[src/rtl/keccak_pkg.sv]
// keccak_pkg: shared widths and types for the Keccak state path.
//   LANE_W/BEAT_W/NBEATS/IX_W are the fixed stream geometry; state_t is the
//   5x5 lane array indexed [x][y][z]; utop_st_e is the unpacker FSM state.
package keccak_pkg;

  localparam int unsigned LANE_W  = 64;
  localparam int unsigned BEAT_W  = 200;
  localparam int unsigned NBEATS  = 8;
  localparam int unsigned IX_W    = 3;
  localparam int unsigned STATE_W = LANE_W * 25;
  localparam int unsigned TAG_W   = IX_W * NBEATS;
  localparam int unsigned CNT_W   = 3;

  typedef logic [4:0][4:0][LANE_W-1:0] state_t;

  typedef enum logic {
    IDLE    = 1'b0,
    COLLECT = 1'b1
  } utop_st_e;

endpackage

[src/rtl/keccak_lane_map.sv]
// keccak_lane_map: flat 1600-bit state -> lane array.
//   flat_i   in  [1599:0]  flat state, lane (x,y) at bits 64*(5y+x) +: 64
//   state_o  out state_t   state_o[x][y][z]
// Purely combinational wiring.
module keccak_lane_map
  import keccak_pkg::*;
(
  input  logic [STATE_W-1:0] flat_i,
  output state_t             state_o
);

  for (genvar x = 0; x < 5; x++) begin : g_x
    for (genvar y = 0; y < 5; y++) begin : g_y
      assign state_o[x][y] = flat_i[LANE_W*(5*y+x) +: LANE_W];
    end
  end

endmodule

[src/rtl/utop.sv]
// utop: beat unpacker in front of the Keccak permutation core.
//   Collects 8 beats of 200 bits (+3-bit tag each) into one 1600-bit state and
//   pulses pushout for one cycle with the rebuilt lanes and packed tags.
// Ports:
//   clk, reset_n       clock, async active-low reset
//   pushin, firstin    beat valid, beat-0 marker
//   din[199:0]         beat data
//   dinix[2:0]         beat tag
//   pushout            1-cycle pulse, dout/dix hold a complete state
//   dix[23:0]          tags, beat k at dix[3k+2:3k]
//   dout               lanes [x][y][z]
//   err                sticky framing error
// Build option: define UTOP_ERR_EN to enable the sticky err flag; otherwise
// err is constant 0 and only the drop/restart recovery remains.
module utop
  import keccak_pkg::*;
(
  input  logic                   clk,
  input  logic                   reset_n,
  input  logic                   pushin,
  input  logic                   firstin,
  input  logic [BEAT_W-1:0]      din,
  input  logic [IX_W-1:0]        dinix,
  output logic                   pushout,
  output logic [TAG_W-1:0]       dix,
  output logic [4:0][4:0][63:0]  dout,
  output logic                   err
);

  // Only beats 0..6 need storage: beat 7 is taken straight from din on the
  // completing edge.
  localparam int unsigned ABUF_W = BEAT_W * (NBEATS - 1);
  localparam int unsigned TBUF_W = IX_W * (NBEATS - 1);

  utop_st_e            st_q, st_d;
  logic [CNT_W-1:0]    cnt_q, cnt_d;
  logic [ABUF_W-1:0]   abuf_q, abuf_d;
  logic [TBUF_W-1:0]   tbuf_q, tbuf_d;
  logic                pushout_q;
  logic [TAG_W-1:0]    dix_q;
  state_t              dout_q;

  logic [STATE_W-1:0]  frame_c;
  logic [TAG_W-1:0]    tags_c;
  state_t              map_c;
  logic                load_c;

  // Incoming beat shifted in on top of the stored beats.
  assign frame_c = {din, abuf_q};
  assign tags_c  = {dinix, tbuf_q};

  keccak_lane_map u_lane_map (
    .flat_i  (frame_c),
    .state_o (map_c)
  );

`ifdef UTOP_ERR_EN
  logic err_ev_c;
  logic err_q;
`endif

  // Next-state: framing FSM, beat counter, assembly buffers.
  always_comb begin
    st_d   = st_q;
    cnt_d  = cnt_q;
    abuf_d = abuf_q;
    tbuf_d = tbuf_q;
    load_c = 1'b0;
`ifdef UTOP_ERR_EN
    err_ev_c = 1'b0;
`endif
    case (st_q)
      IDLE: begin
        if (pushin) begin
          if (firstin) begin
            abuf_d = frame_c[STATE_W-1:BEAT_W];
            tbuf_d = tags_c[TAG_W-1:IX_W];
            cnt_d  = CNT_W'(1);
            st_d   = COLLECT;
          end else begin
`ifdef UTOP_ERR_EN
            err_ev_c = 1'b1;
`endif
          end
        end
      end
      COLLECT: begin
        if (pushin) begin
          abuf_d = frame_c[STATE_W-1:BEAT_W];
          tbuf_d = tags_c[TAG_W-1:IX_W];
          if (firstin) begin
            // Restart: this beat becomes beat 0 of a new frame.
            cnt_d = CNT_W'(1);
`ifdef UTOP_ERR_EN
            err_ev_c = 1'b1;
`endif
          end else if (cnt_q == CNT_W'(NBEATS - 1)) begin
            load_c = 1'b1;
            cnt_d  = '0;
            st_d   = IDLE;
          end else begin
            cnt_d = CNT_W'(cnt_q + CNT_W'(1));
          end
        end
      end
    endcase
  end

  // State and output registers.
  always_ff @(posedge clk or negedge reset_n) begin
    if (!reset_n) begin
      st_q      <= IDLE;
      cnt_q     <= '0;
      abuf_q    <= '0;
      tbuf_q    <= '0;
      pushout_q <= 1'b0;
      dix_q     <= '0;
      dout_q    <= '0;
    end else begin
      st_q      <= st_d;
      cnt_q     <= cnt_d;
      abuf_q    <= abuf_d;
      tbuf_q    <= tbuf_d;
      pushout_q <= load_c;
      if (load_c) begin
        dix_q  <= tags_c;
        dout_q <= map_c;
      end
    end
  end

`ifdef UTOP_ERR_EN
  // Sticky error flag, cleared only by reset.
  always_ff @(posedge clk or negedge reset_n) begin
    if (!reset_n) begin
      err_q <= 1'b0;
    end else if (err_ev_c) begin
      err_q <= 1'b1;
    end
  end
  assign err = err_q;
`else
  assign err = 1'b0;
`endif

  assign pushout = pushout_q;
  assign dix     = dix_q;
  assign dout    = dout_q;

endmodule
[config.mk]
export PLATFORM = sky130hd
export DESIGN_NAME = utop
export DESIGN_NICKNAME = d
export VERILOG_FILES = /design/src/rtl/keccak_pkg.sv /design/src/rtl/keccak_lane_map.sv /design/src/rtl/utop.sv
export SDC_FILE = /design/constraint.sdc
export NUM_CORES = 2
export LEC_CHECK = 0
export BUFFER_PORTS_ARGS = -buffer_cell sky130_fd_sc_hd__buf_2
export CAP_MARGIN = 40
export CORE_AREA = 2 2 724 726
export CTS_CLUSTER_DIAMETER = 60
export DETAILED_ROUTE_END_ITERATION = 16
export DIE_AREA = 0 0 726 728
export HOLD_SLACK_MARGIN = 0.03
export PLACE_DENSITY = 0.53
export SLEW_MARGIN = 20
export SYNTH_ARGS = -nofsm -noshare
export SYNTH_HDL_FRONTEND = slang
export SYNTH_HIERARCHICAL = 1
export SYNTH_SLANG_ARGS = --single-unit
[constraint.sdc]
create_clock -name clk -period 2.5 [get_ports clk]
set_input_delay 0.25 -clock clk [delete_from_list [all_inputs] [get_ports clk]]
set_output_delay 0.25 -clock clk [all_outputs]
set_load 0.1 [all_outputs]
==> summary.txt <==
Multi-input logic area = 38190 um^2
Largest net degree at the start of global routing = 100
Worst-path fanout max = 26
Post-synthesis average cell area = 16.18 um^2
Yosys cell types = 22
Worst Skew = 74.95 ps
CTS resizes = 0
Share of the synthesized area in the top cell type = 58.55%
CTS tree = built
Mux contribution to synthesized area = 29.19%
Filler cells = 52428
Number of synthesized flops with an enable pin = 0
Req. time, crit path = 3280 ps
Cells after DPL = 15194
First-pass GRT wire length = 586700 um
RSZ-0062 raised after global routing = false
Layout net count = 9131
Slew HR = 43.55%
Die area = 528500 um^2
Final std cells w/o fill = 16166
Cell area after placement = 136500 um^2
Commonest cells in the netlist = dfrtp_1 (3050), mux2_2 (1718), buf_4 (1708), mux2_4 (1000), mux2_1 (327)
R2R depth = 7
Clock transition at path regs = 60 ps
Post-Synth Adder-Cell Area = 0.01920%
Storage element area = 76320 um^2
Min-delay src = din[88]
Synth warn = 6
CP Capture Type = flop
Port Buffers = 1831
Area growth, synth to finish = 16.18%
# setup viols final = 0
#FFs+latches synth = 3050
Critical R2R Capture = dout[1432]
TNS Setup = 0 ps
Largest area contributor in the netlist = dfrtp_1
First-pass DRT Iterations = 5
Via count = 65421
Worst-Margin Slew = 852.7 ps
Top_reg_cell synth = dfrtp_1
WHS Path Cells = 3
Peak Freq = 0.4225 GHz
Post-Synthesis Cells = 8055
HP Class = in -> reg
Min Tclk post-route = 2367 ps
Crit start category = flop
I/O pin count = 1833
Clock Latency Late Sink = 990 ps
Sequential fraction of the synthesis area = 58.55%
Ys async rst share = 100.0%
Final Cell Area = 151400 um^2
Post-route ant nets = 0
DIE WIDTH = 726 um
Via density = 4.047
Slew Limit Fails = 0
Initial antenna violation count = 40
FP Rows = 265
Max cap viols = 0
Die height = 728 um
Total GRT Usage = 15.65%
Largest family of logic cells by synthesized area = multiplexers
Count leader, synth = dfrtp_1
CTS sink count = 3050
DR WL/cell = 26.42 um
CTS Buf Count = 357
Worst r2r src = cnt_q[0]
Synth Area in Compound Gates = 0.03456%
Hold Fails Final Rpt = 0
Simple-gate area share of the yosys netlist = 0.04511%
Final Cycle Share = 94.68%
GR Overflow Total = 0
Synth Area in XOR/XNOR = 0%
CP Class = reg -> reg
Hold endpoint = abuf_q[1288]
CTS H-tree lvls = 5
DRT Wirelength = 427100 um
Clock Tree Root = clkbuf_16
FF-to-FF setup slack = 130 ps
Status = complete, no violations
HPWL Detailed = 336500 um
GPL Wtd Cong = 0.9011
Detailed router's first-iteration violation count = 3639
Max Root-Sink Buffers = 4
Synth area leaders = dfrtp_1 (59%), mux2_2 (15%), mux2_4 (12%)
Starting density of the core = 25.07%
Syn_nets = 8264
Core area = 519900 um^2
DRC errors left = 0
Vias in the first global route = 67404
Critical path data arrival time = 3140 ps
Synthesized area = 130400 um^2
Layout cells sized above 1 = 58.85%
[cells in the final DEF (no fill, tap or decap), types with 3 or more instances in the layout]
cell type      instances
buf_12               142
buf_2               1828
buf_4                170
bufinv_16             10
clkbuf_1              84
clkbuf_16            361
clkbuf_8              75
clkinv_16             15
clkinv_2              51
clkinv_4               6
clkinv_8               3
clkinvlp_4             5
dfrtp_1             3050
diode_2               27
dlygate4sd3_1        310
inv_16                 4
inv_6                 12
inv_8                  8
mux2_1               327
mux2_2              1718
mux2_4              1000
[what timing repair did]
action	4_1_cts	5_1_grt
endpoints found under the setup margin	1	0
hold buffers	310	0
setup buffers	1	0
endpoints found under the hold margin	2536	0
[area by class of cell]
cell class | instances | share of cell area (%)
inverter | 2 | 0.004957
clock inverter | 114 | 0.9377
multi-input combinational | 3061 | 25.22
antenna | 27 | 0.04461
timing repair buffer | 2450 | 10.81
tap | 6942 | 5.735
sequential | 3050 | 50.40
clock buffer | 520 | 6.855
[sequential cells by signal, summed over array words and instances (netlist names)]
name / count
abuf_q: 1400
cnt_q: 3
dix: 24
dout: 1600
pushout: 1
st_q: 1
tbuf_q: 21
[per-stage QoR]
step	hold slack, ps	setup WS (ps)	util [%]
5_1_grt	34.62	13.90	29.12
6_report	121.0	133.0	29.13
3_3_place_gp	335.2	43.00	26.25
4_1_cts	30.33	71.98	29.12
3_5_place_dp	335.8	40.08	26.25
2_1_floorplan	-45.59	534.4	-
[per-layer routing]
metal	global-route usage, %	routed length (um)	vias up
met3	5.619	36070	613
met4	5.352	15740	10
li1	-	-	28064
met1	20.87	187900	34919
met5	0	59	-
met2	23.39	187400	1815
[how the worst max path moves through the flow]
| stage | start | endpoint | slack, ps | depth (start not counted) |
|---|---|---|---|---|
| floorplan | cnt_q[0] | dout[1000] | 530 | 8 |
| CTS | dout[831] | dout[831] | 70 | 1 |
| global route | cnt_q[0] | dout[1376] | 10 | 8 |
| detailed placement | cnt_q[0] | dout[1310] | 40 | 7 |
| global placement | cnt_q[0] | dout[575] | 40 | 7 |
| finish | cnt_q[0] | dout[1432] | 130 | 7 |
[kinds of logic after synthesis]
group,after synthesis
buffers and inverters,1944
muxes,3045
DFF,3050
AOI/OAI and AO/OA,5
adders and majority gates,2
other,1
and+or+nand+nor,8
[critical path, cell delays in order, from the launching register on]
cell and delay [ps]:
dfrtp_1 380, ha_1 160, ha_1 200, and4b_4 310, buf_12 210, buf_12 230
buf_12 250, mux2_2 350
Power is not shown: default switching activity piles up to over one toggle a cycle in this logic, so the estimate is an artifact.
